### src/rtl/stopwatch_pkg.sv
// -----------------------------------------------------------------------------
// stopwatch_pkg
// Shared definitions for the stopwatch controller:
//   sw_state_e    - controller state encoding (IDLE, RUN, PAUSE, LAP), 2 bits
//   SEC_ONES_MAX  - last value of the seconds-ones BCD digit
//   SEC_TENS_MAX  - last value of the seconds-tens BCD digit
//   presc_width() - prescaler counter width for a given division ratio
// -----------------------------------------------------------------------------
package stopwatch_pkg;

  typedef enum logic [1:0] {
    IDLE  = 2'd0,
    RUN   = 2'd1,
    PAUSE = 2'd2,
    LAP   = 2'd3
  } sw_state_e;

  localparam logic [3:0] SEC_ONES_MAX = 4'd9;
  localparam logic [3:0] SEC_TENS_MAX = 4'd5;

  // Width needed to hold 0..div-1; never less than one bit.
  function automatic int presc_width(input int div);
    if (div <= 2) return 1;
    return $clog2(div);
  endfunction

endpackage

### src/rtl/stopwatch_ctrl_if.sv
// -----------------------------------------------------------------------------
// stopwatch_ctrl_if
// Button inputs and display/status outputs of the stopwatch controller.
//   start_stop, lap, clr          - debounced level buttons (to controller)
//   running, frozen, tick, wrap   - status flags (from controller)
//   sec_ones, sec_tens, minutes   - BCD display digits M:SS (from controller)
// Modports:
//   master - the side that presses buttons and observes the display
//   slave  - the controller itself
// -----------------------------------------------------------------------------
interface stopwatch_ctrl_if;

  logic       start_stop;
  logic       lap;
  logic       clr;
  logic       running;
  logic       frozen;
  logic       tick;
  logic       wrap;
  logic [3:0] sec_ones;
  logic [3:0] sec_tens;
  logic [3:0] minutes;

  modport master (
    output start_stop, lap, clr,
    input  running, frozen, tick, wrap, sec_ones, sec_tens, minutes
  );

  modport slave (
    input  start_stop, lap, clr,
    output running, frozen, tick, wrap, sec_ones, sec_tens, minutes
  );

endinterface

### src/rtl/stopwatch_ctrl_tick_gen.sv
// -----------------------------------------------------------------------------
// tick_gen
// Prescaler producing a one-per-DIV-cycles advance strobe as a clock enable.
// Ports:
//   clk, reset - system clock, asynchronous active-high reset
//   en_i       - count enable (counter holds its value when low)
//   clr_i      - synchronous clear of the counter (wins over en_i)
//   adv_o      - combinational: this edge is the terminal count, advance now
//   tick_o     - registered one-cycle pulse following each advance
// -----------------------------------------------------------------------------
module tick_gen
  import stopwatch_pkg::*;
#(
  parameter int DIV = 10
) (
  input  logic clk,
  input  logic reset,
  input  logic en_i,
  input  logic clr_i,
  output logic adv_o,
  output logic tick_o
);

  localparam int            W    = presc_width(DIV);
  localparam logic [W-1:0]  LAST = W'(DIV - 1);

  logic [W-1:0] cnt_q;
  logic         tick_q;

  assign adv_o  = en_i & ~clr_i & (cnt_q == LAST);
  assign tick_o = tick_q;

  always_ff @(posedge clk or posedge reset) begin
    if (reset) begin
      cnt_q  <= '0;
      tick_q <= 1'b0;
    end else begin
      tick_q <= adv_o;
      if (clr_i || adv_o) begin
        cnt_q <= '0;
      end else if (en_i) begin
        cnt_q <= cnt_q + 1'b1;
      end
    end
  end

endmodule

### src/rtl/stopwatch_ctrl.sv
// -----------------------------------------------------------------------------
// stopwatch_ctrl
// Start/pause/lap/clear stopwatch with BCD M:SS count driven by a tick enable.
// Ports:
//   clk    - system clock (the only clock; counting uses an enable)
//   reset  - asynchronous active-high reset
//   sw     - stopwatch_ctrl_if.slave: buttons in, status and digits out
// Parameters:
//   CLK_HZ / TICK_HZ - division ratio DIV (integer, >= 2)
//   MAX_MIN          - last minutes value before the count wraps (1..9)
// -----------------------------------------------------------------------------
module stopwatch_ctrl
  import stopwatch_pkg::*;
#(
  parameter int CLK_HZ  = 100000000,
  parameter int TICK_HZ = 1,
  parameter int MAX_MIN = 9
) (
  input  logic              clk,
  input  logic              reset,
  stopwatch_ctrl_if.slave   sw
);

  localparam int         DIV     = CLK_HZ / TICK_HZ;
  localparam logic [3:0] MIN_MAX = 4'(MAX_MIN);

  // Button edge detection. armed_q masks edges on the first clock after reset
  // so a button already held through reset release is not seen as a press.
  logic [2:0] btn;
  logic [2:0] btn_q;
  logic [2:0] btn_edge;
  logic       armed_q;

  assign btn      = {sw.clr, sw.lap, sw.start_stop};
  assign btn_edge = btn & ~btn_q & {3{armed_q}};

  logic ss_e, lap_e, clr_e;
  assign ss_e  = btn_edge[0];
  assign lap_e = btn_edge[1];
  assign clr_e = btn_edge[2];

  always_ff @(posedge clk or posedge reset) begin
    if (reset) begin
      btn_q   <= '0;
      armed_q <= 1'b0;
    end else begin
      btn_q   <= btn;
      armed_q <= 1'b1;
    end
  end

  // Controller state with registered status outputs.
  sw_state_e state_q;
  logic      running_q;
  logic      frozen_q;

  always_ff @(posedge clk or posedge reset) begin
    if (reset) begin
      state_q   <= IDLE;
      running_q <= 1'b0;
      frozen_q  <= 1'b0;
    end else begin
      case (state_q)
        IDLE: begin
          if (ss_e) begin
            state_q   <= RUN;
            running_q <= 1'b1;
          end
        end
        RUN: begin
          if (ss_e) begin
            state_q   <= PAUSE;
            running_q <= 1'b0;
          end else if (lap_e) begin
            state_q  <= LAP;
            frozen_q <= 1'b1;
          end
        end
        LAP: begin
          if (ss_e) begin
            state_q   <= PAUSE;
            running_q <= 1'b0;
            frozen_q  <= 1'b0;
          end else if (lap_e) begin
            state_q  <= RUN;
            frozen_q <= 1'b0;
          end
        end
        PAUSE: begin
          if (clr_e) begin
            state_q <= IDLE;
          end else if (ss_e) begin
            state_q   <= RUN;
            running_q <= 1'b1;
          end
        end
        default: begin
          state_q   <= IDLE;
          running_q <= 1'b0;
          frozen_q  <= 1'b0;
        end
      endcase
    end
  end

  // Prescaler control. A start_stop edge leaving RUN/LAP suppresses counting on
  // that same edge, so a pause on the terminal cycle produces no tick.
  logic counting;
  logic clear_live;
  logic presc_en;
  logic presc_clr;
  logic adv;
  logic tick;

  assign counting   = (state_q == RUN) || (state_q == LAP);
  assign clear_live = (state_q == PAUSE) && clr_e;
  assign presc_en   = counting && !ss_e;
  assign presc_clr  = (state_q == IDLE) || clear_live;

  tick_gen #(
    .DIV (DIV)
  ) u_tick_gen (
    .clk    (clk),
    .reset  (reset),
    .en_i   (presc_en),
    .clr_i  (presc_clr),
    .adv_o  (adv),
    .tick_o (tick)
  );

  // Live BCD count, wrap pulse and lap latch.
  logic [3:0] ones_q, tens_q, min_q;
  logic [3:0] lap_ones_q, lap_tens_q, lap_min_q;
  logic       wrap_q;

  always_ff @(posedge clk or posedge reset) begin
    if (reset) begin
      ones_q <= '0;
      tens_q <= '0;
      min_q  <= '0;
      wrap_q <= 1'b0;
    end else begin
      wrap_q <= 1'b0;
      if (clear_live) begin
        ones_q <= '0;
        tens_q <= '0;
        min_q  <= '0;
      end else if (adv) begin
        if (ones_q == SEC_ONES_MAX) begin
          ones_q <= '0;
          if (tens_q == SEC_TENS_MAX) begin
            tens_q <= '0;
            if (min_q == MIN_MAX) begin
              min_q  <= '0;
              wrap_q <= 1'b1;
            end else begin
              min_q <= min_q + 4'd1;
            end
          end else begin
            tens_q <= tens_q + 4'd1;
          end
        end else begin
          ones_q <= ones_q + 4'd1;
        end
      end
    end
  end

  // Capture the pre-advance count on the RUN->LAP edge.
  always_ff @(posedge clk or posedge reset) begin
    if (reset) begin
      lap_ones_q <= '0;
      lap_tens_q <= '0;
      lap_min_q  <= '0;
    end else if ((state_q == RUN) && lap_e && !ss_e) begin
      lap_ones_q <= ones_q;
      lap_tens_q <= tens_q;
      lap_min_q  <= min_q;
    end
  end

  assign sw.running  = running_q;
  assign sw.frozen   = frozen_q;
  assign sw.tick     = tick;
  assign sw.wrap     = wrap_q;
  assign sw.sec_ones = frozen_q ? lap_ones_q : ones_q;
  assign sw.sec_tens = frozen_q ? lap_tens_q : tens_q;
  assign sw.minutes  = frozen_q ? lap_min_q  : min_q;

endmodule

### src/flat_wrapper.sv
// flat-port wrapper written by rule: the top's interface ports become plain ports
module stopwatch_ctrl_flat import stopwatch_pkg::*;
#(
  parameter int CLK_HZ  = 100000000,
  parameter int TICK_HZ = 1,
  parameter int MAX_MIN = 9
)
  (clk, reset, sw_start_stop, sw_lap, sw_clr, sw_running, sw_frozen, sw_tick, sw_wrap, sw_sec_ones, sw_sec_tens, sw_minutes);
  stopwatch_ctrl_if sw_i ();
  input  logic clk;
  input  logic reset;
  input wire logic [$bits(sw_i.start_stop)-1:0] sw_start_stop;
  input wire logic [$bits(sw_i.lap)-1:0] sw_lap;
  input wire logic [$bits(sw_i.clr)-1:0] sw_clr;
  output wire logic [$bits(sw_i.running)-1:0] sw_running;
  output wire logic [$bits(sw_i.frozen)-1:0] sw_frozen;
  output wire logic [$bits(sw_i.tick)-1:0] sw_tick;
  output wire logic [$bits(sw_i.wrap)-1:0] sw_wrap;
  output wire logic [$bits(sw_i.sec_ones)-1:0] sw_sec_ones;
  output wire logic [$bits(sw_i.sec_tens)-1:0] sw_sec_tens;
  output wire logic [$bits(sw_i.minutes)-1:0] sw_minutes;
  assign sw_i.start_stop = sw_start_stop;
  assign sw_i.lap = sw_lap;
  assign sw_i.clr = sw_clr;
  assign sw_running = sw_i.running;
  assign sw_frozen = sw_i.frozen;
  assign sw_tick = sw_i.tick;
  assign sw_wrap = sw_i.wrap;
  assign sw_sec_ones = sw_i.sec_ones;
  assign sw_sec_tens = sw_i.sec_tens;
  assign sw_minutes = sw_i.minutes;
  stopwatch_ctrl #(.CLK_HZ(CLK_HZ), .TICK_HZ(TICK_HZ), .MAX_MIN(MAX_MIN)) u_core (.clk(clk), .reset(reset), .sw(sw_i));
endmodule
### config.mk
export PLATFORM = sky130hd
export DESIGN_NAME = stopwatch_ctrl_flat
export DESIGN_NICKNAME = d
export VERILOG_FILES = /design/src/rtl/stopwatch_pkg.sv /design/src/rtl/stopwatch_ctrl_if.sv /design/src/rtl/stopwatch_ctrl_tick_gen.sv /design/src/rtl/stopwatch_ctrl.sv /design/src/flat_wrapper.sv
export SDC_FILE = /design/constraint.sdc
export NUM_CORES = 1
export LEC_CHECK = 0
export ABC_AREA = 1
export BUFFER_PORTS_ARGS = -buffer_cell sky130_fd_sc_hd__buf_2
export CELL_PAD_IN_SITES_DETAIL_PLACEMENT = 0
export CELL_PAD_IN_SITES_GLOBAL_PLACEMENT = 1
export CORE_AREA = 2 2 96 98
export CTS_CLUSTER_DIAMETER = 150
export DETAILED_ROUTE_END_ITERATION = 10
export DIE_AREA = 0 0 98 100
export HOLD_SLACK_MARGIN = 0.06
export PLACE_DENSITY = 0.7
export SLEW_MARGIN = 10
export SYNTH_ARGS = -nofsm -noshare
export SYNTH_HDL_FRONTEND = slang
export SYNTH_SLANG_ARGS = --single-unit
### constraint.sdc
create_clock -name clk -period 2.45 [get_ports clk]
set_input_delay 0.49 -clock clk [delete_from_list [all_inputs] [get_ports clk]]
set_output_delay 0.49 -clock clk [all_outputs]
set_load 0.02 [all_outputs]
Word-level counts from Yosys, hierarchy flattened
Index checks and enable logic that the tools add are counted.

cells by class
  bitwise gates (word level) = 6
  reductions and logical operators = 20
  equality and inequality tests = 13
  mux-type cells = 38
  $add $sub $neg = 4

operators by type and width
  cell                   number
  $mux 4                 15
  $mux 27                2
  $add 27x1->27 const B  1
  $eq 27x27->1 const B   1
  $add 4x1->4 const B    3
  $mux 1                 12
  $mux 2                 6
  $reduce_bool 2->1      5
  $eq 4x4->1 const B     2
  $pmux 2 s4             1
  $and 3x3->3            2
  $ne 3x1->1 const B     2
  $reduce_and 2->1       3
  $eq 2x2->1 const B     2
  $eq 4x3->1 const B     1
  $logic_and 1x1->1      4
  $ne 2x1->1 const B     2
  $ne 2x2->1 const B     2
  $reduce_and 4->1       1
  $logic_or 1x1->1       3
  $not 3->3              1
  $pmux 1 s3             1
  $reduce_and 3->1       1
  $and 1x1->1            2
  other kinds (6)        6

storage, ports and cells
  logic and storage cells = 95
  register bits = 61
  bits of input ports = 5
  output and inout port bits = 16

Depth between registers and ports, before layout
  word-level depth = 10
  depth in mapped cells = 10
  depth with buffers taken out = 10

Hierarchy
Synthesis repeated with hierarchy kept, for this count alone.

second synthesis, totals
  cell total of the unflattened synthesis = 471
  area, all modules = 3530.9 µm²

by module, submodules not included
  module          sequential area each (µm²)  cells an instance  instances  area each (µm²)
  tick_gen        700.7                       264                1          1801.7
  stopwatch_ctrl  825.8                       207                1          1729.2

Worst setup path before layout
OpenSTA, ideal clock, no wires.

  path type = reg-to-output
  start point = register u_core.frozen_q, in the netlist u_core.sw.frozen
  end point = output port sw_minutes[2]
  setup slack = 0.762 ns
  stages on the path, launching flop included = 3
  arrival time = 1.198 ns
  path through = dfrtp_1 clkbuf_1 o21ai_0

between the ends
  word-level cells in the longest chain between the ends = 1

ends and longest elaborated chain
  what                      line                   RTL
  start: declaration        stopwatch_ctrl.sv:55   logic frozen_q;
  start signal: assignment  stopwatch_ctrl.sv:61   frozen_q <= 1'b0;
  start signal: assignment  stopwatch_ctrl.sv:76   frozen_q <= 1'b1;
  start signal: assignment  stopwatch_ctrl.sv:83   frozen_q <= 1'b0;
  $mux 4                    stopwatch_ctrl.sv:188  assign sw.minutes = frozen_q ? lap_min_q : min_q;
  end: declaration          flat_wrapper.sv:21     output wire logic [$bits(sw_i.minutes)-1:0] sw_minutes;

No other way between the ends.

Worst setup path after layout
  start point = register u_core.frozen_q, in the netlist u_core.sw.frozen
  end point = output port sw_sec_ones[0]

between the ends
  word-level cells in the longest chain between the ends = 1

ends and longest elaborated chain
  what              line                   RTL
  $mux 4            stopwatch_ctrl.sv:186  assign sw.sec_ones = frozen_q ? lap_ones_q : ones_q;
  end: declaration  flat_wrapper.sv:19     output wire logic [$bits(sw_i.sec_ones)-1:0] sw_sec_ones;

No other way between the ends.

==> qor.txt <==
outcome: completed
kind of end point of the critical path: output pin
clk slew on worst S/H paths: 0.07 ns
Sequential cell area: 1526 µm²
drt total wl: 7463 µm
# setup viols final: 0
Netlist cell types: 29
Post-Syn Instances: 461
Net Sw Power: 1.033 mW
Core Area: 8890 µm²
Design Area, Final: 3851 µm²
Startpoint Class: flip-flop
Comb pwr share: 23.2%
clk sinks: 61
Max stage delay on crit path: 0.79 ns
vias in the first global route: 2900
Num CTS Buffers: 9
Crit Path Class: flip-flop to output pin
Worst-Margin Slew: 0.7881 ns
final hold violations: 0
CTS Buffer Depth: 2
FF+latch count, synth: 61
PwrDens: 773.0 nW/µm²
Buf/Inv on CP: 1
Final TNS setup: 0 ns
# Post-CTS Setup Buffers: 0
max cap viols: 0
Multi-input gate area: 1608 µm²
Via Count: 2850
Worst Path Max Fanout: 26
Layout Utilization: 43.32%
fillers: 945
grt total ovfl: 0
Hold Crit Class: primary input to async pin
initial antenna violation count: 0
synthesized area: 3430 µm²
CTS H-tree lvls: 3
unrepaired setup endpoints after global routing: no
fin crit period: 2.059 ns
Post-DP Area: 3633 µm²
hold_buf cts: 0
global placement routability congestion: 0.8045
layout cells sized above 1: 10.63%
commonest non-fill, non-tap cell in the layout: nand2_1
antenna cells: 0
Clock Power Share: 33.7%
largest net degree at the start of global routing: 62
Critical Path RT: 1.96 ns
DRT Pass-1 Iters: 4
maximum vdd drop: 0.5348 mV
CTS tree: built
Cell Int Power: 1.944 mW
Relative slew margins: 47.21%
Rows: 35
most frequent cells in the layout: 113 x nand2_1, 75 x nor2_1, 61 x dfrtp_1
area growth from synthesis to layout: 12.29%
clock skew: 0.01084 ns
WL per Instance: 12.44 µm
Reg power frac: 43.1%
dpl hpwl: 5290 µm
post-layout total power: 2.977 mW
clock latency on the worst-skew pair: 0.34 ns
initial DRC count: 94
Critical Path AT: 1.57 ns
die width: 98 µm
clock root cell: clkbuf_8
Top Family by Delay on Critical Path: flip-flops
fin crit share: 84.04%
syn avg cell area: 7.439 µm²
max-slew violations: 0
fin nets: 496
Synthesis Warnings: 0
Initial Utilization: 38.58%
Total GRT Usage: 17.15%
ANT nets after route: 0
first-pass GRT wire length: 13590 µm
die area: 9800 µm²
Max Freq: 485.7 MHz
die height: 100 µm
r2r setup slk: 0.60 ns
DR vias/cell: 4.750
port bufs: 20
crit-path cells: o21ai_0, buf_2
residual DRC count: 0
Sw Share: 34.69%
PostCTS Resize Cnt: 0
post-synthesis sequential area ratio: 44.51%
Syn Nets: 473
critical path's slowest cell: dfrtp_1
leak pwr: 1.867 nW
I/O pin count: 21
stage by stage:
stage	cells	hold WS [ns]	worst slack, ns
final	600	0.2041	0.3911
after detailed placement	584	0.4749	0.4613
after global routing	600	0.2324	0.2238
after floorplan	461	0.4529	0.4470
after CTS	600	0.2164	0.3586
after global placement	584	0.4666	0.5236
registers in the layout, summed over array words and instances, names as in the netlist:
register                  cells
u_core.lap_tens_q             4
u_core.ones_q                 4
u_core.tens_q                 4
u_core.lap_ones_q             4
u_core.sw.frozen              1
u_core.lap_min_q              4
u_core.u_tick_gen.cnt_q      27
u_core.armed_q                1
u_core.state_q                2
u_core.sw.wrap                1
u_core.min_q                  4
u_core.sw.running             1
u_core.u_tick_gen.tick_o      1
u_core.btn_q                  3
power groups by stage:
| stage | Combinational [mW] | Sequential [mW] | Clock, mW |
|---|---|---|---|
| 6_report | 0.690 | 1.28 | 1.00 |
| 3_3_place_gp | 0.701 | 1.30 | 0 |
| 5_1_grt | 0.789 | 1.31 | 1.08 |
| 2_1_floorplan | 0.569 | 1.25 | 0 |
| 3_5_place_dp | 0.705 | 1.30 | 0 |
| 4_1_cts | 0.706 | 1.28 | 1.03 |
worst min-delay path: cells and delay by family:
kind | cells | cell delay (ns)
buffers and inverters | 3 | 0.45
logic make-up (layout without fill, tap and decap cells):
kind of cell,count (synthesis),after routing,share of synthesized area (%)
and+or+nand+nor,267,267,33.56
buffers and inverters,71,99,8.610
DFF,61,61,44.51
AOI/OAI and AO/OA,35,35,5.801
xor gates and xnor gates,19,19,4.852
adders and majority gates,7,7,2.554
other,1,1,0.1093
cell type report:
| class | count | area share, % |
|---|---|---|
| well taps | 111 | 3.606 |
| clock inverters | 3 | 1.787 |
| clock buffers | 13 | 3.866 |
| multi-input cells | 329 | 41.75 |
| flip-flops and latches | 61 | 39.64 |
| inverters | 60 | 5.848 |
| repair buffers | 23 | 3.509 |
layer usage:
layer / global-route usage [%] / wire length [µm] / share of wire, %
met5: 0 / 0 / 0
met4: 6.303 / 113 / 1.5
met3: 3.691 / 178 / 2.4
met2: 26.34 / 3369 / 45
met1: 24.01 / 3801 / 51
cells in the mapped netlist:
| cell type | instances | area, µm² |
|---|---|---|
| inv_1 | 58 | 217.7 |
| inv_2 | 2 | 7.510 |
| o211ai_4 | 1 | 21.27 |
| o21ai_0 | 29 | 145.1 |
| nand3_4 | 1 | 17.52 |
| clkbuf_1 | 3 | 11.26 |
| buf_2 | 5 | 25.02 |
| nor2_2 | 3 | 18.77 |
| conb_1 | 1 | 3.750 |
| ha_1 | 7 | 87.58 |
| o22ai_1 | 1 | 6.260 |
| nand3_2 | 1 | 10.01 |
| a21oi_1 | 1 | 5.000 |
| o21ai_2 | 1 | 8.760 |
| nor2_4 | 1 | 11.26 |
| dfrtp_1 | 61 | 1526 |
| nor2_1 | 75 | 281.5 |
| xnor2_1 | 9 | 78.83 |
| xor2_1 | 10 | 87.58 |
| nor3_1 | 5 | 25.02 |
| nand2_2 | 4 | 25.02 |
| or2_2 | 1 | 6.260 |
| nand4_1 | 11 | 68.82 |
| nand3_1 | 51 | 255.2 |
| buf_6 | 3 | 33.78 |
| nand2_1 | 113 | 424.2 |
| a211oi_1 | 1 | 7.510 |
| nand3b_1 | 1 | 7.510 |
| o21ai_1 | 1 | 5.000 |
path summary, 6_finish.rpt:
check / from / endpoint / cells after the start
setup / recovery: u_core.sw.frozen$_DFFE_PP0P_ / sw_sec_ones[0] / 2
hold / removal: reset / u_core.lap_ones_q[1]$_DFFE_PP0P_ / 3
setup reg to reg: u_core.u_tick_gen.cnt_q[0]$_DFFE_PP0P_ / u_core.min_q[2]$_DFFE_PP0P_ / 10
hold reg to reg: u_core.sw.running$_DFFE_PP0P_ / u_core.sw.running$_DFFE_PP0P_ / 2
max in group asynchronous: reset / u_core.u_tick_gen.cnt_q[8]$_DFFE_PP0P_ / 3
min in group clk: sw_lap / u_core.btn_q[1]$_DFF_PP0_ / 1
Power figures use the tool's default switching activity.
